### src/rtl/riscv_pkg.sv
// riscv_pkg: constants and slot types shared by the execute stage and its
// branch unit.
//   - XLEN            : datapath width (32)
//   - ALU_*           : 4-bit ALU op encodings driven on alu_ctrl
//   - BR_*            : 3-bit branch/jump type encodings
//   - ex_x_slot_t     : ID/EX slot payload (operands + control)
//   - ex_m_slot_t     : EX/MEM slot payload (result + control)
//   - br_is_jump()    : true for JAL/JALR, which write the link address back
package riscv_pkg;

    localparam int unsigned XLEN = 32;

    localparam logic [3:0] ALU_ADD = 4'b0000;
    localparam logic [3:0] ALU_SUB = 4'b0001;
    localparam logic [3:0] ALU_AND = 4'b0010;
    localparam logic [3:0] ALU_OR  = 4'b0011;
    localparam logic [3:0] ALU_XOR = 4'b0100;
    localparam logic [3:0] ALU_SLL = 4'b0101;
    localparam logic [3:0] ALU_SRL = 4'b0110;
    localparam logic [3:0] ALU_SRA = 4'b0111;

    localparam logic [2:0] BR_NONE = 3'b000;
    localparam logic [2:0] BR_BEQ  = 3'b001;
    localparam logic [2:0] BR_BNE  = 3'b010;
    localparam logic [2:0] BR_JAL  = 3'b011;
    localparam logic [2:0] BR_JALR = 3'b100;

    typedef struct packed {
        logic [XLEN-1:0] pc;
        logic [XLEN-1:0] rs1;
        logic [XLEN-1:0] rs2;
        logic [XLEN-1:0] imm;
        logic [3:0]      alu_ctrl;
        logic            src_a;
        logic            src_b;
        logic [2:0]      br_type;
        logic [4:0]      rd;
        logic            reg_write;
        logic            mem_read;
        logic            mem_write;
    } ex_x_slot_t;

    typedef struct packed {
        logic [XLEN-1:0] result;
        logic [XLEN-1:0] store_data;
        logic [4:0]      rd;
        logic            reg_write;
        logic            mem_read;
        logic            mem_write;
    } ex_m_slot_t;

    localparam ex_x_slot_t X_SLOT_RST = {$bits(ex_x_slot_t){1'b0}};
    localparam ex_m_slot_t M_SLOT_RST = {$bits(ex_m_slot_t){1'b0}};

    function automatic logic br_is_jump(input logic [2:0] br_type);
        logic jump;
        case (br_type)
            BR_JAL:  jump = 1'b1;
            BR_JALR: jump = 1'b1;
            default: jump = 1'b0;
        endcase
        return jump;
    endfunction

endpackage

### src/rtl/ex_branch_unit.sv
// ex_branch_unit: combinational branch/jump resolution for the instruction in
// the ID/EX slot.
//   br_type_i    : branch type (unknown codes behave as NONE)
//   pc_i, imm_i  : instruction pc and immediate
//   alu_result_i : ALU output (JALR target source)
//   alu_zero_i   : ALU zero flag (BEQ/BNE condition, decoder sets SUB)
//   taken_o      : control flow leaves the sequential path
//   target_o     : redirect target
//   link_o       : pc + 4, written back by JAL/JALR
module ex_branch_unit
    import riscv_pkg::*;
(
    input  logic [2:0]      br_type_i,
    input  logic [XLEN-1:0] pc_i,
    input  logic [XLEN-1:0] imm_i,
    input  logic [XLEN-1:0] alu_result_i,
    input  logic            alu_zero_i,
    output logic            taken_o,
    output logic [XLEN-1:0] target_o,
    output logic [XLEN-1:0] link_o
);

    logic [XLEN-1:0] pc_rel_target_s;

    // Dedicated adders, independent of the ALU; both wrap modulo 2^32.
    assign pc_rel_target_s = pc_i + imm_i;
    assign link_o          = pc_i + 32'd4;

    // Taken decision and target select per branch type.
    always_comb begin
        taken_o  = 1'b0;
        target_o = pc_rel_target_s;
        case (br_type_i)
            BR_BEQ:  taken_o = alu_zero_i;
            BR_BNE:  taken_o = ~alu_zero_i;
            BR_JAL:  taken_o = 1'b1;
            BR_JALR: begin
                taken_o  = 1'b1;
                // JALR clears bit 0 of the computed address.
                target_o = alu_result_i & ~32'd1;
            end
            default: taken_o = 1'b0;
        endcase
    end

endmodule

### src/rtl/ex_stage.sv
// ex_stage: execute stage between ID and MEM. Holds an ID/EX slot (X) that
// drives the sibling ALU, resolves branches, and an EX/MEM slot (M) whose
// contents are the registered mem_* outputs.
//   id_*             : ID->EX handshake and decoded operands/control
//   alu_a/b/ctrl     : combinational ALU drive from slot X
//   alu_result/zero  : ALU response; alu_ready gates the X->M move
//   mem_*            : EX->MEM handshake and registered slot M contents
//   redirect_valid/pc: taken branch/jump redirect, live only in the move cycle
module ex_stage
    import riscv_pkg::*;
(
    input  logic            clk,
    input  logic            rst_n,
    input  logic            id_valid,
    output logic            id_ready,
    input  logic [31:0]     id_pc,
    input  logic [31:0]     id_rs1_data,
    input  logic [31:0]     id_rs2_data,
    input  logic [31:0]     id_imm,
    input  logic [3:0]      id_alu_ctrl,
    input  logic            id_src_a,
    input  logic            id_src_b,
    input  logic [2:0]      id_br_type,
    input  logic [4:0]      id_rd,
    input  logic            id_reg_write,
    input  logic            id_mem_read,
    input  logic            id_mem_write,
    output logic [31:0]     alu_a,
    output logic [31:0]     alu_b,
    output logic [3:0]      alu_ctrl,
    input  logic [31:0]     alu_result,
    input  logic            alu_zero,
    input  logic            alu_ready,
    output logic            mem_valid,
    input  logic            mem_ready,
    output logic [31:0]     mem_result,
    output logic [31:0]     mem_store_data,
    output logic [4:0]      mem_rd,
    output logic            mem_reg_write,
    output logic            mem_mem_read,
    output logic            mem_mem_write,
    output logic            redirect_valid,
    output logic [31:0]     redirect_pc
);

    ex_x_slot_t x_q, x_d;
    ex_m_slot_t m_q, m_d;
    logic       x_valid_q, x_valid_d;
    logic       m_valid_q, m_valid_d;

    logic            move_s;
    logic            accept_s;
    logic            taken_s;
    logic [XLEN-1:0] target_s;
    logic [XLEN-1:0] link_s;

    ex_branch_unit u_branch (
        .br_type_i    (x_q.br_type),
        .pc_i         (x_q.pc),
        .imm_i        (x_q.imm),
        .alu_result_i (alu_result),
        .alu_zero_i   (alu_zero),
        .taken_o      (taken_s),
        .target_o     (target_s),
        .link_o       (link_s)
    );

    assign alu_a    = x_q.src_a ? x_q.pc  : x_q.rs1;
    assign alu_b    = x_q.src_b ? x_q.imm : x_q.rs2;
    assign alu_ctrl = x_q.alu_ctrl;

    // X advances only when the ALU is ready and M is empty or draining.
    assign move_s   = x_valid_q & alu_ready & (~m_valid_q | mem_ready);
    assign id_ready = ~x_valid_q | move_s;
    assign accept_s = id_valid & id_ready;

    assign redirect_valid = move_s & taken_s;
    assign redirect_pc    = redirect_valid ? target_s : 32'd0;

    assign mem_valid      = m_valid_q;
    assign mem_result     = m_q.result;
    assign mem_store_data = m_q.store_data;
    assign mem_rd         = m_q.rd;
    assign mem_reg_write  = m_q.reg_write;
    assign mem_mem_read   = m_q.mem_read;
    assign mem_mem_write  = m_q.mem_write;

    // Next state of the ID/EX slot: a redirect squashes the wrong-path accept.
    always_comb begin
        x_valid_d = x_valid_q;
        x_d       = x_q;
        if (redirect_valid) begin
            x_valid_d = 1'b0;
        end else if (accept_s) begin
            x_valid_d   = 1'b1;
            x_d.pc        = id_pc;
            x_d.rs1       = id_rs1_data;
            x_d.rs2       = id_rs2_data;
            x_d.imm       = id_imm;
            x_d.alu_ctrl  = id_alu_ctrl;
            x_d.src_a     = id_src_a;
            x_d.src_b     = id_src_b;
            x_d.br_type   = id_br_type;
            x_d.rd        = id_rd;
            x_d.reg_write = id_reg_write;
            x_d.mem_read  = id_mem_read;
            x_d.mem_write = id_mem_write;
        end else if (move_s) begin
            x_valid_d = 1'b0;
        end else begin
            x_valid_d = x_valid_q;
        end
    end

    // Next state of the EX/MEM slot: a move overrides a drain in the same cycle.
    always_comb begin
        m_valid_d = m_valid_q;
        m_d       = m_q;
        if (move_s) begin
            m_valid_d      = 1'b1;
            m_d.result     = br_is_jump(x_q.br_type) ? link_s : alu_result;
            m_d.store_data = x_q.rs2;
            m_d.rd         = x_q.rd;
            m_d.reg_write  = x_q.reg_write;
            m_d.mem_read   = x_q.mem_read;
            m_d.mem_write  = x_q.mem_write;
        end else if (m_valid_q && mem_ready) begin
            m_valid_d = 1'b0;
        end else begin
            m_valid_d = m_valid_q;
        end
    end

    // Slot registers, cleared asynchronously so reset discards in-flight work.
    always_ff @(posedge clk or negedge rst_n) begin
        if (!rst_n) begin
            x_valid_q <= 1'b0;
            m_valid_q <= 1'b0;
            x_q       <= X_SLOT_RST;
            m_q       <= M_SLOT_RST;
        end else begin
            x_valid_q <= x_valid_d;
            m_valid_q <= m_valid_d;
            x_q       <= x_d;
            m_q       <= m_d;
        end
    end

endmodule

### config.mk
export PLATFORM = sky130hd
export DESIGN_NAME = ex_stage
export DESIGN_NICKNAME = d
export VERILOG_FILES = /design/src/rtl/riscv_pkg.sv /design/src/rtl/ex_branch_unit.sv /design/src/rtl/ex_stage.sv
export SDC_FILE = /design/constraint.sdc
export NUM_CORES = 1
export LEC_CHECK = 0
export CAP_MARGIN = 20
export CORE_MARGIN = 5
export CORE_UTILIZATION = 48
export CTS_CLUSTER_DIAMETER = 80
export DETAILED_ROUTE_END_ITERATION = 10
export PLACE_DENSITY = 0.84
export SYNTH_ARGS = -nofsm -noshare
export SYNTH_HDL_FRONTEND = slang
export SYNTH_HIERARCHICAL = 1
export SYNTH_SLANG_ARGS = --single-unit
### constraint.sdc
create_clock -name clk -period 4.3 [get_ports clk]
set_clock_uncertainty 0.15 [all_clocks]
set_input_delay 0.86 -clock clk [delete_from_list [all_inputs] [get_ports clk]]
set_output_delay 0.86 -clock clk [all_outputs]
set_load 0.03 [all_outputs]
; After elaboration in Yosys (flattened, before gate mapping)
; Index checks and enable logic that the tools add are counted.
[classes]
n_addsub = 2
n_eq_ne = 4
n_mux = 13
bitwise_logic = 10
n_reduce_logical = 5
[ops]
columns = cell, n
row1 = 32-bit 2-to-1 mux, 5
row2 = "32-bit by 3-bit adder with 32-bit output, second input constant", 1
row3 = 32-bit adder, 1
row4 = 1-bit 2-to-1 mux, 7
row5 = "3-bit by 2-bit equality test with 1-bit output, second input constant", 2
row6 = 1-bit AND, 4
row7 = 1-bit NOT, 4
row8 = "3-bit by 1-bit equality test with 1-bit output, second input constant", 1
row9 = "3-bit equality test, second input constant", 1
row10 = 1-bit one-hot mux with 3 select lines, 1
row11 = 3-bit nonzero test, 1
row12 = 1-bit OR, 2
row13 = 2-bit AND reduction, 1
row14 = 2-bit nonzero test, 1
row15 = 2-bit OR reduction, 1
row16 = 1-bit logical AND, 1
[totals]
ff_bits = 219
in_bits = 183
out_inout_bits = 175
elab_cells = 54

; Depth between registers and ports, before layout
; Gate-level depths: netlist of run 1.
[logic_depth]
depth_word = 7
mapped_depth = 12
depth_no_buf = 12

; Hierarchy
; The synthesis of run 1 kept the hierarchy.
[modules_own_cells]
columns = mod, instances, cells_per_inst, area_each_um2, seq_area_each_um2
row1 = ex_stage, 1, 743, 9649.3, 5480.3
row2 = ex_branch_unit, 1, 372, 2436.1, 0.0

; Worst setup path after synthesis of run 1
; OpenSTA, ideal clock, no wires.
[synth_timing]
path_type = flip-flop to output port
startpoint = register x_q[113] in the netlist's numbering
endpoint = output port redirect_pc[28]
t_arrival_ps = 3123
required_ps = 3290
setup_slack_ps = 167
stages_incl_launch_ff = 12
path_cell_list = dfrtp_1 -> ha_1 -> fa_1 -> a21o_1 -> a311oi_4 -> o221ai_2 -> a221oi_2 -> o22ai_1 -> or4_1 -> o2111ai_1 -> o22a_1 -> and3_1
[synth_between]
elab_chain_cells = 3
[synth_lines]
columns = item, line
row1 = "start, declared", ex_stage.sv:46  ; ex_x_slot_t x_q, x_d;
row2 = "start signal, assigned", ex_stage.sv:139  ; x_q <= X_SLOT_RST;
row3 = "start signal, assigned", ex_stage.sv:144  ; x_q <= x_d;
row4 = 32-bit adder, ex_branch_unit.sv:26  ; assign pc_rel_target_s = pc_i + imm_i;
row5 = 32-bit 2-to-1 mux, ex_branch_unit.sv:33  ; case (br_type_i)
row6 = named net target_s[28], ex_stage.sv:54  ; logic [XLEN-1:0] target_s;
row7 = 32-bit 2-to-1 mux, ex_stage.sv:78  ; assign redirect_pc = redirect_valid ? target_s : 32'd0;
row8 = "end, declared", ex_stage.sv:43  ; output logic [31:0] redirect_pc
; The timed path passes the listed nets, and every way through them passes these cells.

; Final worst setup path of run 1
[layout_timing]
startpoint = register x_q[17] in the netlist's numbering
endpoint = output port redirect_pc[22]
; Same word-level chain as after synthesis.

==> results of run 1 <==
report_power, final:
| part | leakage [nW] | internal (W) | switching [W] |
|---|---|---|---|
| sequential | 2.60 | 0.00311 | 0.000949 |
| clock | 0.413 | 0.00131 | 0.000869 |
| combinational | 4.97 | 0.00545 | 0.00615 |
metal layers:
| metal | routed length [microns] | part of all wire, % | vias to the layer above |
|---|---|---|---|
| li1 | - | - | 4702 |
| met1 | 16400 | 40 | 4989 |
| met2 | 19500 | 48 | 420 |
| met3 | 3540 | 8.7 | 88 |
| met4 | 1340 | 3.3 | 4 |
| met5 | 25 | 0.061 | - |
metrics by stage:
step,hold slack [ns],TNS [ns],cell area (sq um)
detailed placement,0.310,0,16200
global route,0.250,-4.06,17500
global placement,0.292,0,16200
CTS,0.228,-1.81,17300
finish,0.201,-2.45,17500
floorplan,0.283,0,12100
layout make-up:
cell class / count / area, sq um / share of cell area [%]
multi-input cells: 824 / 6470 / 36.9
flip-flops and latches: 219 / 5480 / 31.3
repair buffers: 437 / 4300 / 24.5
clock buffers: 36 / 737 / 4.20
well taps: 330 / 413 / 2.35
clock inverters: 7 / 103 / 0.585
inverters: 6 / 22.5 / 0.128
diodes: 3 / 7.51 / 0.0428
registers in the layout, indices dropped and copies added (netlist names):
signal and flops:
x_q 141, mem_rd 5, mem_valid 1, mem_mem_read 1, mem_result 32, mem_store_data 32
mem_mem_write 1, mem_reg_write 1, alu_ctrl 4, x_valid_q 1
cells by family after synthesis:
group / count (synthesis) / synth area share (%)
buf+inv: 72 / 3.30
compound gates: 148 / 7.37
xor+xnor: 55 / 3.99
flops: 219 / 45.3
simple gates: 345 / 12.7
mux: 243 / 23.8
fa+ha+maj: 33 / 3.48
cell usage after synthesis, drive strengths merged, types with 2 or more instances:
master	number	area share (%)
a21boi	2	0.12
a21oi	51	2.2
nand2	200	6.2
and4	5	0.36
o31ai	3	0.19
xnor2	32	2.3
nor2	44	1.4
mux2	209	21
xor2	23	1.7
clkbuf	32	0.99
nand3	28	1.2
inv	6	0.19
nor2b	2	0.10
a21o	12	0.75
o21bai	5	0.31
a311oi	2	0.29
and3	39	2.0
and2	5	0.26
mux2i	34	2.8
nand4	8	0.41
nor3	3	0.12
buf	34	2.1
a31oi	3	0.16
o211ai	2	0.12
a211oi	2	0.12
ha	32	3.3
o21ai	56	2.3
nand2b	4	0.21
dfrtp	219	45
nor3b	2	0.12
placed cells by master (no fill, tap or decap), types with 10 or more instances in the layout:
cell               n
ha_1              22
mux2_4            50
dfrtp_1          218
xnor2_1           28
clkbuf_16         25
mux2_2           159
xor2_1            23
nand3_1           27
buf_12            10
o21ai_0           33
buf_6             15
buf_4             77
clkdlybuf4s50_1  331
mux2i_1           34
a21o_1            12
a21oi_1           41
nand2_1          199
o21ai_1           20
and3_1            37
nor2_1            41
what timing repair did:
item,4_1_cts,5_1_grt
resized for setup,42,42
setup buffers,19,8
pin swaps,32,17
setup endpoints to repair,17,20
path summary, 6_finish.rpt:
path / start / endpoint / slack [ns] / cells after the start
min reg2reg: mem_store_data[15] / mem_store_data[15] / 0.32 / 2
min: rst_n / mem_store_data[4] / 0.20 / 1
max: x_q[17] / redirect_pc[22] / -0.37 / 14
min in group clk: mem_store_data[15] / mem_store_data[15] / 0.32 / 2
max reg2reg: x_q[9] / x_q[125] / 1.37 / 9
max in group asynchronous: rst_n / x_q[66] / 2.84 / 2
==> metrics.yaml, run 1 <==
finalSetupViolations: 12
yosys_warnings: 6
required_ns: 3.29
timing.critical_path.cells: "ha_2 > fa_2 > a21o_1 > a311oi_4 > o221ai_2 > a221oi_2 > o22ai_2 > buf_4 > nor2_4 > buf_4 > xor2_1 > o21ai_1 > and3_1 > buf_6"
synth_enable_flop_cells: 0
dr.first_iter.drc_count: 621
grt_pass1_vias: 10700
floorplan.initialDensity_pct: 48.4
violations: "setup timing"
arrival_ns: 3.66
max_freq_mhz: 214
groute.usage.overall_pct: 27.5
grt_first_pass_wirelength_mm: 62.2
drt_drc_violations_left: 0
use_met3_pct: 7.85
synth_sequential_area_ratio_pct: 45.3
place.detailed.instances: 1790
min_period_over_period_pct: 109
final_layout_size_suffix_gt1_share_pct: 26.2
clock_transition_time_at_the_flip_flop_clock_pins_of_the_worst_setup_and_hold_paths_ns: 0.06
final_hold_viol_count: 0
core_region_area_sq_um: 25000
critPathLaunchType: "flop"
htreeDepth: 1
grt-ovfl-total: 0
place.port_buffers: 357
place_congestion: 0.916
synth_async_sr_flop_share_pct: 100
worstSkewPairLatency_ns: 0.54
cts_hold_repair.buffers: 0
fp-row-count: 58
maxSlewViolCount: 0
peak_per_stage_delay_on_the_critical_path_ns: 0.40
grt_use_met2_pct: 45.8
cap_violations: 0
synthCells: 1115
finish.cell_count_without_fillers: 1862
floorplan.die_area_sq_um: 28500
final_critical_path_setup_slack_ns: -0.373
cts_num_sinks: 219
peakVddDrop_uv: 553
outcome: "finished with violations"
grt_start_max_net_pins: 96
ios: 358
slew-limit-headroom_pct: 36.6
area.growth.synth_to_final_pct: 45.1
number_of_antenna_violations_at_the_first_check_in_global_routing: 4
drt-total-wl_mm: 40.8
cp_num_buf_inv: 3
layout_min_cycle_time_ns: 4.67
rsz0062_at_grt: "true"
mappedNetlistNets: 1331
vias_after_detailed_routing: 10200
tritoncts: "built"
cts_buffers: 25
dpl.hpwl_mm: 30.0
dieWidth_microns: 169
routedWlPerCell_microns: 21.9
min_path_type: "in2async"
grt.busiest_layer: "met2"
synth_flop_cell: "dfrtp_1"
chipHeight_microns: 169
timing.critical_path.fanout_max: 3
avgViaCountPerCell: 5.48
num-fill-cells: 1774
pin_slew_with_the_least_headroom_to_its_limit_ns: 0.951
postSynthRegisterBits: 219
cellPowerDensity_nw_per_um2: 1020
post-layout-total-power_w: 0.0178
postRouteAntennaNets: 0
finalNetCount: 1729
synth_area_per_cell_sq_um: 10.8
path_delay_family: "compound AO/OA/AOI/OAI gates"
cts_root_buffer: "clkbuf_16"
drt-pass1-iter-count: 7
end_kind: "primary output"
globalRouteMet1Util_pct: 35.4
path_class: "reg2out"
cpMostUsedCell: "buf_4"
clockBufferDepth: 3
synthesis.area_sq_um: 12100
power_leakage_nw: 7.99
cpMaxStageDelayCell: "fa_2"
fin_util_pct: 70.3
post_synthesis_cell_type_count: 54
pre_cts_ws_ns: 0.0654
Note: power is estimated with default switching activity, not from simulation.
==> run 2: changes to the inputs <==
- ABC_CLOCK_PERIOD_IN_PS: not set -> 4300
- CTS_CLUSTER_SIZE: not set -> 25
==> run 2 against run 1 <==
  * The flow still finishes with violations (setup timing)
  * Non-clock buffer count decreased by 8
  * Cell count decreased by 1.5%
  * Largest power group unchanged
  * Critical endpoint is now redirect_pc[16]
  * Worst setup slack gained 0.18 ns
  * Clock-buffer cell count down 19
==> metrics.yaml, run 2 (synthesized netlist as in run 1, its figures left out) <==
outcome: "finished with violations"
violations: "setup timing"
drt_drc_violations_left: 0
finalNetCount: 1710
cts_num_sinks: 219
final_critical_path_setup_slack_ns: -0.192
cts_buffers: 14
tritoncts: "built"
largest_register_ffs: 141
timing.critical_path.fanout_max: 3
required_ns: 3.29
clockBufferDepth: 3
peak_per_stage_delay_on_the_critical_path_ns: 0.40
final_hold_viol_count: 0
grt_start_max_net_pins: 96
rsz0062_at_grt: "true"
slew-limit-headroom_pct: 37.1
combinationalPowerShare_pct: 67.4
grt_first_pass_wirelength_mm: 61.2
dr.first_iter.drc_count: 525
drt-pass1-iter-count: 5
power_switching_share_pct: 45.8
worstSkewPairLatency_ns: 0.48
floorplan.die_area_sq_um: 28500
dpl.hpwl_mm: 30.0
pin_slew_with_the_least_headroom_to_its_limit_ns: 0.944
seq_power_share_pct: 23.8
cellPowerDensity_nw_per_um2: 992
place.detailed.instances: 1790
end_kind: "primary output"
place.port_buffers: 357
cap_violations: 0
clock_transition_time_at_the_flip_flop_clock_pins_of_the_worst_setup_and_hold_paths_ns: 0.10
maxSlewViolCount: 0
timing.critical_path.cells: "ha_2 > fa_2 > a21o_1 > a311oi_4 > o221ai_4 > buf_4 > buf_6 > nor2b_1 > o21ai_1 > nand2b_1 > a21oi_2 > xor2_1 > o21ai_1 > and3_4 > buf_12"
floorplan.initialDensity_pct: 48.4
peakVddDrop_uv: 615
drt-total-wl_mm: 40.0
critPathLaunchType: "flop"
dieWidth_microns: 169
cpMostUsedCell: "o21ai_1"
min_path_type: "in2async"
routedWlPerCell_microns: 21.8
cts_hold_repair.buffers: 0
most_common_cell_after_layout_fill_and_taps_aside: "clkdlybuf4s50_1"
registers.top_by_ff_count: "x_q"
postRouteAntennaNets: 0
core_region_area_sq_um: 25000
power_leakage_nw: 7.75
min_period_over_period_pct: 104
place_congestion: 0.916
number_of_antenna_violations_at_the_first_check_in_global_routing: 5
power_report.internal_total_w: 0.00923
cts_root_buffer: "clkbuf_16"
chipHeight_microns: 169
max_freq_mhz: 223
htreeDepth: 1
commonest_non_fill_non_tap_cells_in_the_layout: "332 x clkdlybuf4s50_1, 217 x dfrtp_1, 199 x nand2_1"
power.net_switching_w: 0.00779
vias_after_detailed_routing: 10100
layout_min_cycle_time_ns: 4.49
finish.cell_count_without_fillers: 1834
grt_pass1_vias: 10500
path_class: "reg2out"
final_layout_size_suffix_gt1_share_pct: 24.8
cpMaxStageDelayCell: "dfrtp_1"
post-layout-total-power_w: 0.0170
groute.usage.overall_pct: 27.2
ios: 358
fp-row-count: 58
avgViaCountPerCell: 5.50
finalSetupViolations: 8
arrival_ns: 3.48
grt-ovfl-total: 0
area.growth.synth_to_final_pct: 42.0
power_frac_clock_pct: 8.8
==> run 2: layout make-up <==
| type | instances | area [sq um] |
|---|---|---|
| fill | 1822 | 7800 |
| multi-input combinational | 824 | 6510 |
| sequential | 219 | 5480 |
| timing repair buffer | 429 | 4240 |
| tap | 330 | 413 |
| clock buffer | 17 | 393 |
| clock inverter | 6 | 93.8 |
| inverter | 6 | 22.5 |
| antenna | 3 | 7.51 |
==> run 2: metrics by stage <==
stage / TNS, ns / hold WS, ns / worst slack (ns) / utilization [%] / instance area (sq um)
after floorplan: 0 / 0.283 / 0.167 / - / 12100
after CTS: -1.00 / 0.286 / -0.219 / 67.9 / 17000
after detailed placement: 0 / 0.310 / 0.0654 / 65.0 / 16200
after global placement: 0 / 0.292 / 0.0881 / 65.0 / 16200
final: -0.921 / 0.251 / -0.192 / 68.7 / 17200
after global routing: -2.58 / 0.309 / -0.336 / 68.7 / 17200
==> run 2: path summary, 6_finish.rpt <==
| check | from | endpoint | slack, ns | cells past startpoint |
|---|---|---|---|---|
| max | x_q[17] | redirect_pc[16] | -0.19 | 15 |
| max in group asynchronous | rst_n | x_q[4] | 2.80 | 2 |
| min | rst_n | mem_store_data[3] | 0.25 | 1 |
| max reg2reg | x_q[9] | x_q[125] | 1.38 | 9 |
| min in group clk | x_q[5] | mem_rd[2] | 0.33 | 2 |
| min reg2reg | x_q[5] | mem_rd[2] | 0.33 | 2 |
==> run 2: worst max-delay path: cells and delay by family, from the launching register on <==
kind | cells | cell delay [ns]
xor gates and xnor gates | 1 | 0.18
DFF | 1 | 0.40
buffers and inverters | 3 | 0.40
adders and majority gates | 2 | 0.54
and+or+nand+nor | 3 | 0.43
AOI/OAI and AO/OA | 6 | 1.04
==> run 2: routing by layer <==
metal	vias to the layer above	track usage, %	routed length (microns)
met5	-	0	26
met4	4	7.73	1090
met3	75	7.40	3370
met2	421	45.1	19300
met1	4934	35.2	16200
li1	4657	-	-
==> run 2: power by group through the flow <==
stage | clock (W) | sequential (W) | combinational, W
after global routing | 0.00162 | 0.00418 | 0.0122
after global placement | 0 | 0.00395 | 0.0105
after detailed placement | 0 | 0.00402 | 0.0106
after CTS | 0.00154 | 0.00400 | 0.0111
final | 0.00150 | 0.00405 | 0.0115
after floorplan | 0 | 0.00446 | 0.00621
==> run 2: what timing repair did <==
item / CTS / global route
pin swaps: 21 / 28
cloned: 0 / 0
gates resized for setup: 46 / 34
buffers inserted: 14 / 4
setup endpoints to repair: 15 / 18
==> run 3: changes to the inputs <==
- ABC_CLOCK_PERIOD_IN_PS: 4300 -> not set
- CTS_CLUSTER_DIAMETER: 80 -> 150
==> run 3 against run 2 <==
  * The run still ends with setup timing left
  * Routed wire length decreased by 1.6%
  * Clock power decreased by 19%
  * Sequential power about the same
  * Combinational power about the same
  * Die area unchanged
  * Hold slack improved by 0.010 ns
  * First-iteration DRC count increased by 3.8%
  * Final area decreased by 1.1%
==> metrics.yaml, run 3 (synthesized netlist as in run 1, its figures left out) <==
outcome: "finished with violations"
violations: "setup timing"
dieWidth_microns: 169
ios: 358
grt_start_max_net_pins: 96
postRouteAntennaNets: 0
peakVddDrop_uv: 548
seq_power_share_pct: 24.2
area.growth.synth_to_final_pct: 40.4
avgViaCountPerCell: 5.48
arrival_ns: 3.49
ff_latch_area_sq_um: 5480
place.port_buffers: 357
min_period_over_period_pct: 105
multi_input_comb_area_sq_um: 6460
routedWlPerCell_microns: 21.5
min_path_type: "in2async"
worstSkewPairLatency_ns: 0.48
holdWs_ns: 0.261
layout_min_cycle_time_ns: 4.50
cts_buffers: 12
drt_drc_violations_left: 0
cts_root_buffer: "clkbuf_16"
timing.critical_path.fanout_max: 3
drt-total-wl_mm: 39.3
fp-row-count: 58
max_freq_mhz: 222
critPathLaunchType: "flop"
power.net_switching_w: 0.00765
pin_slew_with_the_least_headroom_to_its_limit_ns: 0.946
most_common_cell_after_layout_fill_and_taps_aside: "clkdlybuf4s50_1"
cts_num_sinks: 219
power_switching_share_pct: 46.0
clock_transition_time_at_the_flip_flop_clock_pins_of_the_worst_setup_and_hold_paths_ns: 0.10
final_critical_path_setup_slack_ns: -0.199
floorplan.die_area_sq_um: 28500
grt-ovfl-total: 0
num-fill-cells: 1835
tritoncts: "built"
place_congestion: 0.916
chipHeight_microns: 169
drt-pass1-iter-count: 7
path_class: "reg2out"
final_layout_size_suffix_gt1_share_pct: 24.2
grt_pass1_vias: 10500
final_hold_viol_count: 0
maxSlewViolCount: 0
required_ns: 3.29
end_kind: "primary output"
htreeDepth: 1
stdcell_area_sq_um: 17000
power_report.internal_total_w: 0.00899
registers.top_by_ff_count: "x_q"
groute.usage.overall_pct: 26.8
core_region_area_sq_um: 25000
number_of_antenna_violations_at_the_first_check_in_global_routing: 6
finalNetCount: 1710
placedInstanceArea_sq_um: 16200
largest_register_ffs: 141
cellPowerDensity_nw_per_um2: 980
power_leakage_nw: 7.69
dpl.hpwl_mm: 30.0
floorplan.initialDensity_pct: 48.4
finalSetupViolations: 9
vias_after_detailed_routing: 10000
power_frac_clock_pct: 7.4
slew-limit-headroom_pct: 36.9
combinationalPowerShare_pct: 68.5
cap_violations: 0
commonest_non_fill_non_tap_cells_in_the_layout: "332 x clkdlybuf4s50_1, 219 x dfrtp_1, 199 x nand2_1"
grt_first_pass_wirelength_mm: 60.4
clockBufferDepth: 3
dr.first_iter.drc_count: 545
rsz0062_at_grt: "true"
==> run 3: what timing repair did <==
action                                 in CTS  in global routing
resized for setup                          44                 27
setup endpoints to repair                  15                 19
gates cloned                                0                  0
setup buffers                              15                  5
endpoints found under the hold margin       0                  0
hold buffers                                0                  0
pin swaps                                  20                 26
==> run 3: metrics by stage <==
| stage | util, % | std cells | TNS, ns | total power (W) | setup slack [ns] |
|---|---|---|---|---|---|
| floorplan | - | 1115 | 0 | 0.0107 | 0.167 |
| global placement | 65.0 | 1790 | 0 | 0.0144 | 0.0881 |
| detailed placement | 65.0 | 1790 | 0 | 0.0147 | 0.0654 |
| CTS | 67.3 | 1819 | -0.925 | 0.0163 | -0.209 |
| global route | 68.0 | 1828 | -2.50 | 0.0176 | -0.326 |
| finish | 68.0 | 1828 | -0.967 | 0.0166 | -0.199 |
==> run 3: area by class of cell <==
cell class                      count  share of cell area (%)
Inverter                            6                   0.133
Timing Repair Buffer              431                    25.1
Tap cell                          330                    2.43
Clock buffer                       13                    1.92
Antenna cell                        4                  0.0590
Clock inverter                      1                  0.0516
Multi-Input combinational cell    824                    38.1
Sequential cell                   219                    32.3
==> run 3: layer usage <==
metal | vias to the layer above | part of all wire (%) | wire, microns | track usage [%]
met3 | 75 | 8.1 | 3180 | 7.01
met1 | 4904 | 41 | 16200 | 35.2
met4 | 4 | 3.0 | 1160 | 8.43
met2 | 394 | 48 | 18700 | 43.6
met5 | - | 0.066 | 26 | 0
li1 | 4641 | - | - | -
==> run 3: final timing paths <==
check	depth (start not counted)	startpoint	slack, ns	to
setup / recovery	15	x_q[17]	-0.20	redirect_pc[16]
hold / removal	1	rst_n	0.26	mem_store_data[3]
setup reg to reg	9	x_q[9]	1.39	x_q[125]
hold reg to reg	2	x_q[2]	0.33	mem_reg_write
max in group asynchronous	2	rst_n	2.81	mem_mem_read
min in group clk	2	x_q[2]	0.33	mem_reg_write
==> run 3: critical path, stage by stage, from the launching register on <==
cell and delay, ns:
dfrtp_1 0.40, ha_2 0.21, fa_2 0.34, a21o_1 0.21, a311oi_4 0.28, o221ai_4 0.18, buf_4 0.16, buf_6 0.11
nor2b_1 0.13, o21ai_1 0.14, nand2b_1 0.10, a21oi_2 0.15, xor2_1 0.18, o21ai_1 0.08, and3_4 0.20, buf_12 0.13
==> run 3: power groups by stage <==
stage	logic [W]	registers [W]	clock network [W]
2_1_floorplan	0.00621	0.00446	0
3_3_place_gp	0.0105	0.00395	0
3_5_place_dp	0.0106	0.00402	0
4_1_cts	0.0111	0.00399	0.00126
5_1_grt	0.0121	0.00415	0.00133
6_report	0.0114	0.00402	0.00122
